===== src/rtl/rotation_pkg.sv =====
// Shared definitions for the rotation slicer: state encoding and
// default parameter values.
package rotation_pkg;

  localparam int SLICE_LOG_DEF  = 6;
  localparam int CNT_WIDTH_DEF  = 20;
  localparam int MIN_PERIOD_DEF = 256;

  typedef enum logic [1:0] {
    UNLOCKED = 2'd0,
    LOCKING  = 2'd1,
    LOCKED   = 2'd2
  } rot_state_e;

endpackage


===== src/rtl/rotation_slicer_slice_timer.sv =====
// Slice timer: counts step cycles per slice, emits a strobe and the
// slice index, saturating at the last slice.
// Ports: clock, reset_n, step, restart, enable -> strobe, slice_num.
module slice_timer
  import rotation_pkg::*;
#(
  parameter int SLICE_LOG  = SLICE_LOG_DEF,
  parameter int STEP_WIDTH = CNT_WIDTH_DEF
) (
  input  logic                  clock,
  input  logic                  reset_n,
  input  logic [STEP_WIDTH-1:0] step,
  input  logic                  restart,
  input  logic                  enable,
  output logic                  strobe,
  output logic [SLICE_LOG-1:0]  slice_num
);

  localparam logic [SLICE_LOG-1:0] LAST = '1;

  logic [STEP_WIDTH-1:0] timer;
  logic                  expire;

  assign expire = timer == (step - STEP_WIDTH'(1));

  always_ff @(posedge clock or negedge reset_n) begin
    if (!reset_n) begin
      timer     <= '0;
      slice_num <= '0;
      strobe    <= 1'b0;
    end else begin
      strobe <= 1'b0;
      if (restart) begin
        timer     <= '0;
        slice_num <= '0;
        strobe    <= 1'b1;
      end else if (enable) begin
        if (expire) begin
          timer <= '0;
          // Past the last slice: keep timing, stay put, stay quiet.
          if (slice_num != LAST) begin
            slice_num <= slice_num + SLICE_LOG'(1);
            strobe    <= 1'b1;
          end
        end else begin
          timer <= timer + STEP_WIDTH'(1);
        end
      end
    end
  end

endmodule


===== src/rtl/rotation_slicer.sv =====
// Rotation slicer: measures the rotation period from rot_pulse edges
// and divides each rotation into 2**SLICE_LOG angular slices.
// Ports: clock, reset_n, rot_pulse -> slice_num, slice_strobe,
//        period, locked, stalled.
module rotation_slicer
  import rotation_pkg::*;
#(
  parameter int SLICE_LOG  = SLICE_LOG_DEF,
  parameter int CNT_WIDTH  = CNT_WIDTH_DEF,
  parameter int MIN_PERIOD = MIN_PERIOD_DEF
) (
  input  logic                 clock,
  input  logic                 reset_n,
  input  logic                 rot_pulse,
  output logic [SLICE_LOG-1:0] slice_num,
  output logic                 slice_strobe,
  output logic [CNT_WIDTH-1:0] period,
  output logic                 locked,
  output logic                 stalled
);

  localparam logic [CNT_WIDTH:0] MIN_P =
    (CNT_WIDTH+1)'(MIN_PERIOD);

  rot_state_e state_q;
  rot_state_e state_d;

  logic                 rot_q;
  logic                 rot_edge;
  logic                 accept;
  logic                 timeout;
  logic                 load_period;
  logic                 restart;
  logic                 set_stall;
  logic                 clr_stall;
  logic                 tmr_en;
  logic [CNT_WIDTH-1:0] cnt;
  logic [CNT_WIDTH-1:0] meas;
  logic [CNT_WIDTH-1:0] step;
  logic [CNT_WIDTH:0]   cnt_inc;

  assign rot_edge = rot_pulse & ~rot_q;
  assign cnt_inc  = {1'b0, cnt} + (CNT_WIDTH+1)'(1);
  assign meas     = cnt_inc[CNT_WIDTH] ?
                    '1 : cnt_inc[CNT_WIDTH-1:0];

  // Unlocked accepts any edge; otherwise short gaps are glitches.
  assign accept  = rot_edge &
                   ((state_q == UNLOCKED) | (cnt_inc >= MIN_P));
  assign timeout = (state_q != UNLOCKED) & (&cnt);
  assign locked  = state_q == LOCKED;
  assign tmr_en  = locked & ~timeout;
  assign step    = period >> SLICE_LOG;

  always_ff @(posedge clock or negedge reset_n) begin
    if (!reset_n) state_q <= UNLOCKED;
    else          state_q <= state_d;
  end

  always_comb begin
    state_d     = state_q;
    load_period = 1'b0;
    restart     = 1'b0;
    set_stall   = 1'b0;
    clr_stall   = 1'b0;
    unique case (state_q)
      UNLOCKED: begin
        if (accept) begin
          state_d   = LOCKING;
          clr_stall = 1'b1;
        end
      end
      LOCKING, LOCKED: begin
        if (accept) begin
          state_d     = LOCKED;
          load_period = 1'b1;
          restart     = 1'b1;
        end else if (timeout) begin
          state_d   = UNLOCKED;
          set_stall = 1'b1;
        end
      end
      default: state_d = UNLOCKED;
    endcase
  end

  always_ff @(posedge clock or negedge reset_n) begin
    if (!reset_n) begin
      rot_q   <= 1'b0;
      cnt     <= '0;
      period  <= '0;
      stalled <= 1'b0;
    end else begin
      rot_q <= rot_pulse;
      if (accept)       cnt <= '0;
      else if (!(&cnt)) cnt <= cnt + CNT_WIDTH'(1);
      if (load_period)  period <= meas;
      if (set_stall)      stalled <= 1'b1;
      else if (clr_stall) stalled <= 1'b0;
    end
  end

  slice_timer #(
    .SLICE_LOG  (SLICE_LOG),
    .STEP_WIDTH (CNT_WIDTH)
  ) u_timer (
    .clock     (clock),
    .reset_n   (reset_n),
    .step      (step),
    .restart   (restart),
    .enable    (tmr_en),
    .strobe    (slice_strobe),
    .slice_num (slice_num)
  );

endmodule


===== config.mk =====
export PLATFORM = sky130hd
export DESIGN_NAME = rotation_slicer
export DESIGN_NICKNAME = d
export VERILOG_FILES = /design/src/rtl/rotation_pkg.sv /design/src/rtl/rotation_slicer_slice_timer.sv /design/src/rtl/rotation_slicer.sv
export SDC_FILE = /design/constraint.sdc
export NUM_CORES = 1
export LEC_CHECK = 0
export ABC_AREA = 0
export CORE_MARGIN = 2
export CORE_UTILIZATION = 48
export DETAILED_ROUTE_END_ITERATION = 12
export PLACE_DENSITY_LB_ADDON = 0.3
export SLEW_MARGIN = 40
export SYNTH_ARGS = -nofsm -noshare
export SYNTH_HDL_FRONTEND = slang
export SYNTH_SLANG_ARGS = --single-unit

===== constraint.sdc =====
create_clock -name clock -period 3.7 [get_ports clock]
set_input_delay 0.74 -clock clock [delete_from_list [all_inputs] [get_ports clock]]
set_output_delay 0.74 -clock clock [all_outputs]
set_load 0.01 [all_outputs]

==> results of run 1 <==
-- critical path, delay by kind of cell, from the launching register on --
kind,cells,cell delay (ns)
AND/OR/NAND/NOR,6,1.76
buffers and inverters,2,0.43
flip-flops,1,0.42
AO/OA/AOI/OAI,2,0.38
adder cells (fa/ha/maj),1,0.23
-- power groups by stage --
stage,clock network (mW),logic (mW),registers [mW]
6_report,0.654,1.42,1.30
5_1_grt,0.699,1.57,1.34
3_3_place_gp,0,1.37,1.30
3_5_place_dp,0,1.41,1.31
2_1_floorplan,0,0.889,1.29
4_1_cts,0.668,1.42,1.30
-- path summary, 6_finish.rpt --
check                                    startpoint                            to  slack, ns  cells past startpoint
worst max-delay path             cnt[0]$_DFFE_PN0P_        period[13]$_DFFE_PN0N_       0.34                     11
worst min-delay path                        reset_n  u_timer.timer[8]$_DFFE_PN0P_       0.29                      1
worst max register to register   cnt[0]$_DFFE_PN0P_        period[13]$_DFFE_PN0N_       0.34                     11
worst min register to register  stalled$_DFFE_PN0P_           stalled$_DFFE_PN0P_       0.52                      2
max in group asynchronous                   reset_n        period[14]$_DFFE_PN0N_       2.70                      2
min in group clock              stalled$_DFFE_PN0P_           stalled$_DFFE_PN0P_       0.52                      2
-- kinds of logic (layout without fill, tap and decap cells) --
group	Yosys count	count (layout)	synth area share, %
muxes	7	7	1.71
xor gates and xnor gates	51	51	10.7
buffers and inverters	32	70	3.49
and+or+nand+nor	214	214	27.7
AOI/OAI and AO/OA	70	70	11.2
DFF	71	71	42.7
adders and majority gates	8	8	2.41
-- layout by cell type, fill, tap and decap left out, drive strengths merged, types with 14 or more instances in the layout --
cell type | synthesis | routed
xor2 | 21 | 21
clkdlybuf4s50 | 0 | 30
xnor2 | 30 | 30
nor3 | 35 | 35
a21oi | 26 | 26
nor2 | 66 | 66
nand4 | 14 | 14
dfrtp | 71 | 71
nand3 | 14 | 14
nand2 | 29 | 29
-- routing by layer --
metal  share of wire, %  GRT usage, %
met1                 46          27.9
met5                  0             0
met2                 50          36.2
met3                4.0          4.68
met4               0.48          3.68
-- area by class of cell --
cell class	count	share of cell area [%]
timing repair buffer	41	8.33
clock buffer	11	3.15
sequential	71	37.0
tap	105	2.73
inverter	13	1.02
clock inverter	5	1.17
multi-input combinational	350	46.6
-- sequential cells by signal, indices dropped and copies added (netlist names) --
| name | count |
|---|---|
| cnt | 20 |
| period | 20 |
| rot_q | 1 |
| stalled | 1 |
| state_q | 2 |
| u_timer.slice_num | 6 |
| u_timer.strobe | 1 |
| u_timer.timer | 20 |
-- through the flow --
stage	instance area, sq um	cells	utilization [%]	power, mW
finish	4810	596	57.9	3.37
global route	4810	596	57.9	3.61
CTS	4810	596	57.9	3.39
detailed placement	4600	580	55.4	2.72
global placement	4570	579	55.1	2.67
floorplan	4160	453	-	2.17
==> impl_results.md, run 1 <==
* WS Path Type: flip-flop to flip-flop
* Synth top area cells: dfrtp_1 (43%), xnor2_1 (6.3%), nor2_1 (5.8%), xor2_1 (4.4%), nor3_1 (4.0%)
* Status: completed
* Root buffer cell: clkbuf_8
* Number of library cell types mapped by synthesis at 54
* Worst VDD drop at 0.368 mV
* Largest net degree at the start of global routing at 34
* Final Skew at 0.00685 ns
* Initial Utilization at 50.1%
* Slew Limit Fails at 0
* CTS Buf Count at 9
* Worst Path Required at 3.93 ns
* Crit path time final at 3.36 ns
* Drt pass-1 iters at 4
* Max clock buf depth at 2
* Total GRT Usage at 21.1%
* Clock sinks at 71
* Wirelength, routed at 9490 um
* Final Cycle Share at 90.9%
* Leak at 1.98 nW
* Share of layout cells above drive strength 1 at 9.57%
* DRC violations left at 0
* Sequential share of power at 38.5%
* Final net count at 497
* Most frequent cell after synthesis: dfrtp_1
* First-pass GRT wire length at 16,200 um
* Vias at 3,430
* Layout area overhead at 15.6%
* Syn Std Cell Area at 0.00416 sq mm
* Mapped Cells at 453
* Fin worst setup slack at 0.338 ns
* Synth async-reset ratio at 100%
* Peak Freq at 297 MHz
* Antenna violations before repair at 0
* CP Capture Type: flip-flop
* Fillers at 719
* Pre-CTS setup slack at 0.356 ns
* Setup TNS at 0 ns
* Yosys reg bits at 71
* Vias in the first global route at 3,356
* Die Span X at 97.1 um
* DRT antenna net count at 0
* Cell Int Power at 2.02 mW
* Dominant cell type by area after synthesis: dfrtp_1
* H-tree depth at 3
* Hold Crit Class: input port to async pin
* Storage cell area at 0.00178 sq mm
* Clk_lat worst skew at 0.35 ns
* Slowest-stage cell, CP: nor4_1
* Largest stage delay, worst path at 0.76 ns
* Worst-margin pin slew at 0.844 ns
* Post-synth EDFFs at 0
* Yosys Warn Count at 0
* RD Place Congestion at 0.850
* PortBufs at 31
* Total grt overflow at 0
* Pwr dens at 701 mW/mm^2
* Post-synthesis sequential area ratio at 42.7%
* Crit path max fanout at 23
* Most frequent cells after synthesis: dfrtp_1 (71), nor2_1 (64), nor3_1 (33)
* CTS Hold Bufs at 0
* Final setup fails at 0
* Worst EP arrival at 3.59 ns
* Final hold violations at 0
* Die Height at 97.1 um
* Syn Area/Cell at 9.18 sq um
* Worst slew margin at 43.2%
* Iteration-0 DRC count of the detailed router at 136
* Post-CTS Setup Bufs at 0
* Via density at 5.76
* Post-synth net total at 464
* # rows at 33
* RSZ-0062 raised after global routing: false
* CTS tree: yes
* Worst hold slack at 0.286 ns
* Clock Pin Slew Worst Setup and Hold Paths at 0.08 ns
* Synth top area share at 42.7%
* # resized after CTS at 0
* Critical-path cell list: ha_1 > and3_1 > nand2_1 > o31ai_1 > nand4_1 > nor4_1 > nor2_4 > buf_16 > buf_4 > nor2_1 > a21oi_1
* Power share of the combinational group at 42.1%
* Clock share of power at 19.4%
* Worst Setup Start Kind: flip-flop
* Post-DP HPWL at 7020 um
* Max_cap viols at 0
* Multi-input gate area at 0.00224 sq mm
* Switching Share at 39.9%
* WL per Instance at 15.9 um
* Io pins at 32
* Most common flop cell mapped by yosys: dfrtp_1
* Antenna diode count at 0
* Area of the core at 0.00830 sq mm
* Psw at 1.34 mW
* Total die area at 0.00943 sq mm
Note: power is estimated with default switching activity, not from simulation.
==> run 2: changes to the inputs <==
--- a/config.mk
+++ b/config.mk
@@ -10,7 +10,7 @@
 export CORE_UTILIZATION = 48
 export DETAILED_ROUTE_END_ITERATION = 12
 export PLACE_DENSITY_LB_ADDON = 0.3
-export SLEW_MARGIN = 40
+export SLEW_MARGIN = 10
 export SYNTH_ARGS = -nofsm -noshare
 export SYNTH_HDL_FRONTEND = slang
 export SYNTH_SLANG_ARGS = --single-unit
==> impl_results.md, run 2 (synthesis gave the netlist of run 1 again) <==
* Crit path max fanout at 41 (+78%)
* DRC violations left at 0 (unchanged)
* Via density at 5.76 (+0.17%)
* Post-CTS Setup Bufs at 0 (unchanged)
* Pre-CTS setup slack at 0.437 ns (+0.0810 ns)
* Setup TNS at 0 ns (unchanged)
* Power Total at 3.35 mW (-0.53%)
* Iteration-0 DRC count of the detailed router at 132 (-2.9%)
* Final Cycle Share at 88.4% (-2.5 points)
* Clk_lat worst skew at 0.35 ns (about the same)
* Pwr dens at 701 mW/mm^2 (about the same)
* Post-DP HPWL at 6880 um (-2.0%)
* Die Span X at 97.1 um (unchanged)
* RD Place Congestion at 0.850 (unchanged)
* DRT antenna net count at 0 (unchanged)
* Largest stage delay, worst path at 0.71 ns (-0.05 ns)
* Clock Pin Slew Worst Setup and Hold Paths at 0.08 ns (about the same)
* Most frequent cells in the layout: dfrtp_1 (71), nor2_1 (64), nor3_1 (33)
* Worst EP arrival at 3.52 ns (-0.07 ns)
* Worst slew margin at 37.4% (-5.8 points)
* Max_cap viols at 0 (unchanged)
* Worst VDD drop at 0.385 mV (+4.6%)
* Buffers plus inverters on the worst setup path at 1 (-1)
* Peak Freq at 306 MHz (+2.8%)
* RSZ-0062 raised after global routing: false
* Drt pass-1 iters at 4 (unchanged)
* Wirelength, routed at 9530 um (+0.44%)
* Final Skew at 0.00734 ns (+0.000485 ns)
* Clock sinks at 71 (unchanged)
* # resized after CTS at 0 (unchanged)
* # rows at 33 (unchanged)
* Leak at 1.96 nW (-0.89%)
* Vias at 3,430 (unchanged)
* Total grt overflow at 0 (unchanged)
* Final setup fails at 0 (unchanged)
* CTS Hold Bufs at 0 (unchanged)
* Max clock buf depth at 2 (unchanged)
* Layout area overhead at 14.9%
* Worst Path Required at 3.95 ns (+0.02 ns)
* Largest net degree at the start of global routing at 42 (+24%)
* Total GRT Usage at 21.1% (about the same)
* First-pass GRT wire length at 16,100 um (-0.72%)
* Commonest non-fill, non-tap cell in the layout: dfrtp_1
* Regs by FF count: cnt x20, period x20, u_timer.timer x20
* Status: completed
* WL per Instance at 16.0 um (+0.61%)
* Vias in the first global route at 3,332 (-0.72%)
* Root buffer cell: clkbuf_8
* Fin worst setup slack at 0.430 ns (+0.0917 ns)
* Initial Utilization at 50.1% (unchanged)
* Area of the core at 0.00830 sq mm (unchanged)
* Final net count at 496 (-0.20%)
* CTS tree: yes
* Antenna violations before repair at 0 (unchanged)
* Antenna diode count at 0 (unchanged)
* Worst path top cell family by delay: simple AND/OR/NAND/NOR gates
* Critical-path cell list: ha_1 > and3_1 > nand2_1 > o31ai_1 > nand4_1 > nor4_1 > nor2_4 > buf_4 > nor3_1
* CTS Buf Count at 9 (unchanged)
* WS Path Type: flip-flop to flip-flop
* Io pins at 32 (unchanged)
* Worst Setup Start Kind: flip-flop
* H-tree depth at 3 (unchanged)
* Die Height at 97.1 um (unchanged)
* WP depth at 9 (-2)
* PortBufs at 31 (unchanged)
* Worst-margin pin slew at 0.937 ns (+0.0933 ns)
* Final hold violations at 0 (unchanged)
* Total die area at 0.00943 sq mm (unchanged)
* Slew Limit Fails at 0 (unchanged)
* Crit path time final at 3.27 ns (-0.0917 ns)
* Share of layout cells above drive strength 1 at 9.39% (-0.18 points)
* R2R cell count at 9 (-2)
* Hold Crit Class: input port to async pin
* Slowest-stage cell, CP: nor4_1
* CP Capture Type: flip-flop
==> run 2: cell type report <==
type | instances | area (sq um)
multi-input combinational | 350 | 2240
fill | 731 | 3520
sequential | 71 | 1780
clock inverter | 6 | 67.6
timing repair buffer | 40 | 373
tap | 105 | 131
inverter | 13 | 48.8
clock buffer | 10 | 138
==> run 2: layer usage <==
layer	track usage (%)	vias up	routed length, um
li1	-	1696	-
met1	27.7	1646	4380
met2	35.6	80	4680
met5	0	-	0
met4	4.55	0	78
met3	5.25	8	398
==> run 2: metrics by stage <==
step,hold WS (ns),utilization [%],cell area [sq um],instances
floorplan,0.444,-,4160,453
global placement,0.493,55.1,4570,579
detailed placement,0.500,55.1,4570,579
CTS,0.279,57.6,4780,595
global route,0.287,57.6,4780,595
finish,0.282,57.6,4780,595
==> run 2: final timing paths <==
kind / slack (ns) / to / from
max: 0.43 / u_timer.timer[16]$_DFFE_PN0P_ / cnt[0]$_DFFE_PN0P_
min: 0.28 / u_timer.timer[8]$_DFFE_PN0P_ / reset_n
max reg2reg: 0.43 / u_timer.timer[16]$_DFFE_PN0P_ / cnt[0]$_DFFE_PN0P_
min reg2reg: 0.52 / period[3]$_DFFE_PN0N_ / period[3]$_DFFE_PN0N_
max in group asynchronous: 2.69 / cnt[9]$_DFFE_PN0P_ / reset_n
min in group clock: 0.52 / period[3]$_DFFE_PN0N_ / period[3]$_DFFE_PN0N_
==> run 2: power by group <==
part / switching (mW) / internal [mW]
Sequential: 0.303 / 0.994
Combinational: 0.730 / 0.671
Clock: 0.320 / 0.333
==> run 3: changes to the inputs <==
--- a/config.mk
+++ b/config.mk
@@ -6,7 +6,7 @@
 export NUM_CORES = 1
 export LEC_CHECK = 0
 export ABC_AREA = 0
-export CORE_MARGIN = 2
+export CORE_MARGIN = 3
 export CORE_UTILIZATION = 48
 export DETAILED_ROUTE_END_ITERATION = 12
 export PLACE_DENSITY_LB_ADDON = 0.3
==> impl_results.md, run 3 (synthesis gave the netlist of run 1 again) <==
* RSZ-0062 raised after global routing: false
* Hold Path Sink: period[3]$_DFFE_PN0N_
* Root buffer cell: clkbuf_8
* Worst Path Required at 3.90 ns (-0.05 ns)
* Leak at 1.95 nW (-0.46%)
* Iteration-0 DRC count of the detailed router at 132 (unchanged)
* Final Skew at 0.00824 ns (+0.000901 ns)
* RD Place Congestion at 0.863 (+1.6%)
* Area of the core at 0.00830 sq mm (unchanged)
* Commonest non-fill, non-tap cell in the layout: dfrtp_1
* DRT antenna net count at 0 (unchanged)
* Reg2reg start: period[9]$_DFFE_PN0N_
* Via density at 5.81 (+0.77%)
* Peak Freq at 309 MHz (+1.2%)
* Clock Pin Slew Worst Setup and Hold Paths at 0.07 ns (about the same)
* Hold Crit Depth at 1
* PortBufs at 31 (unchanged)
* Total grt overflow at 0 (unchanged)
* Max_cap viols at 0 (unchanged)
* # resized after CTS at 0 (unchanged)
* Setup TNS at 0 ns (unchanged)
* Most frequent cells in the layout: dfrtp_1 (71), nor2_1 (64), nor3_1 (33)
* Worst reg2reg path endpoint: u_timer.timer[8]$_DFFE_PN0P_
* CTS Buf Count at 9 (unchanged)
* WS Path Type: flip-flop to flip-flop
* DRC violations left at 0 (unchanged)
* Hold Crit Class: flip-flop to flip-flop
* # rows at 33 (unchanged)
* Antenna violations before repair at 0 (unchanged)
* Storage cell area at 0.00178 sq mm (unchanged)
* H-tree depth at 3 (unchanged)
* Die Span X at 99.1 um (+2.1%)
* Layout area overhead at 14.5%
* Worst-margin pin slew at 0.960 ns (+0.0231 ns)
* Worst VDD drop at 0.393 mV (+2.2%)
* Final Cycle Share at 87.3% (-1.0 points)
* CTS tree: yes
* Fillers at 718 (-1.8%)
* Clk_lat worst skew at 0.35 ns (about the same)
* Vias at 3,439 (+0.26%)
* Worst Setup Start Kind: flip-flop
* Wirelength, routed at 9590 um (+0.63%)
* R2R cell count at 8 (-1)
* Drt pass-1 iters at 4 (unchanged)
* Total GRT Usage at 20.9% (-0.24 points)
* Slew Limit Fails at 0 (unchanged)
* Crit path time final at 3.23 ns (-0.0384 ns)
* Initial Utilization at 50.1% (unchanged)
* Die Height at 99.1 um (+2.1%)
* Final net count at 493 (-0.60%)
* Worst EP arrival at 3.43 ns (-0.09 ns)
* Final hold violations at 0 (unchanged)
* Hold Startpoint: period[3]$_DFFE_PN0N_
* CP Capture Type: flip-flop
* Clock sinks at 71 (unchanged)
* FF-to-FF setup slack at 0.47 ns (+0.04 ns)
* Post-Route Utilization at 57.4% (-0.20 points)
* Post-DP HPWL at 6970 um (+1.3%)
* WL per Instance at 16.2 um (+1.1%)
* Multi-input gate area at 0.00224 sq mm (unchanged)
* Total die area at 0.00982 sq mm (+4.2%)
* Status: completed
* Share of layout cells above drive strength 1 at 8.62% (-0.76 points)
* Pwr dens at 703 mW/mm^2 (+0.24%)
* Vias in the first global route at 3,393 (+1.8%)
* Antenna diode count at 0 (unchanged)
* Power Total at 3.35 mW (-0.10%)
* Largest net degree at the start of global routing at 72 (+71%)
* Io pins at 32 (unchanged)
* CTS Hold Bufs at 0 (unchanged)
* Worst slew margin at 35.5% (-1.9 points)
* Crit path max fanout at 17 (-59%)
* Final setup fails at 0 (unchanged)
* Regs by FF count: cnt x20, period x20, u_timer.timer x20
* Post-CTS Setup Bufs at 0 (unchanged)
* First-pass GRT wire length at 16,500 um (+2.3%)
* Max clock buf depth at 2 (unchanged)
-- run 3: cell count changes in the layout (fill, tap and decap cells not counted), sizes merged --
cell and change:
buf -3, clkbuf +1, clkinv +3, clkinvlp -2, inv -2
-- run 3: area by class of cell --
class / instances / area share [%]
multi-input combinational: 350 / 47.1
sequential: 71 / 37.3
timing repair buffer: 37 / 7.62
clock buffer: 11 / 2.97
tap: 105 / 2.76
clock inverter: 5 / 1.21
inverter: 13 / 1.02
-- run 3: metal layers --
metal	wire length [um]	track usage, %
met1	4390	26.6
met2	4640	34.3
met3	376	4.95
met4	176	8.19
met5	0	0
-- run 3: worst max path at each step --
stage / from / endpoint / slack (ns) / cells after the start
after floorplan: period[6]$_DFFE_PN0N_ / u_timer.timer[10]$_DFFE_PN0P_ / 0.83 / 11
after global placement: period[9]$_DFFE_PN0N_ / u_timer.timer[9]$_DFFE_PN0P_ / 0.65 / 8
after detailed placement: period[6]$_DFFE_PN0N_ / u_timer.timer[8]$_DFFE_PN0P_ / 0.52 / 10
after CTS: period[6]$_DFFE_PN0N_ / u_timer.timer[8]$_DFFE_PN0P_ / 0.50 / 10
after global routing: period[9]$_DFFE_PN0N_ / u_timer.timer[8]$_DFFE_PN0P_ / 0.26 / 8
final: period[9]$_DFFE_PN0N_ / u_timer.timer[8]$_DFFE_PN0P_ / 0.47 / 8
-- run 3: stage by stage --
step           hold WS, ns  instances  setup slack (ns)  area (sq um)
5_1_grt              0.531        592             0.255          4760
3_3_place_gp         0.493        576             0.647          4560
3_5_place_dp         0.503        576             0.521          4560
4_1_cts              0.524        592             0.503          4760
2_1_floorplan        0.444        453             0.831          4160
6_report             0.520        592             0.469          4760
-- run 3: report_power, final --
| part | internal (mW) | switching (mW) | leakage, nW |
|---|---|---|---|
| clock | 0.330 | 0.296 | 0.103 |
| sequential | 0.994 | 0.306 | 0.929 |
| combinational | 0.675 | 0.745 | 0.923 |
-- run 3: critical path, cell delays in order, from the launching register on --
cell and delay (ns):
dfrtp_1 0.45, nor4_1 0.58, a21boi_0 0.24, or3_2 0.48
a21boi_0 0.23, o221ai_2 0.19, or3_4 0.44, nor2_4 0.36
nor3_1 0.11
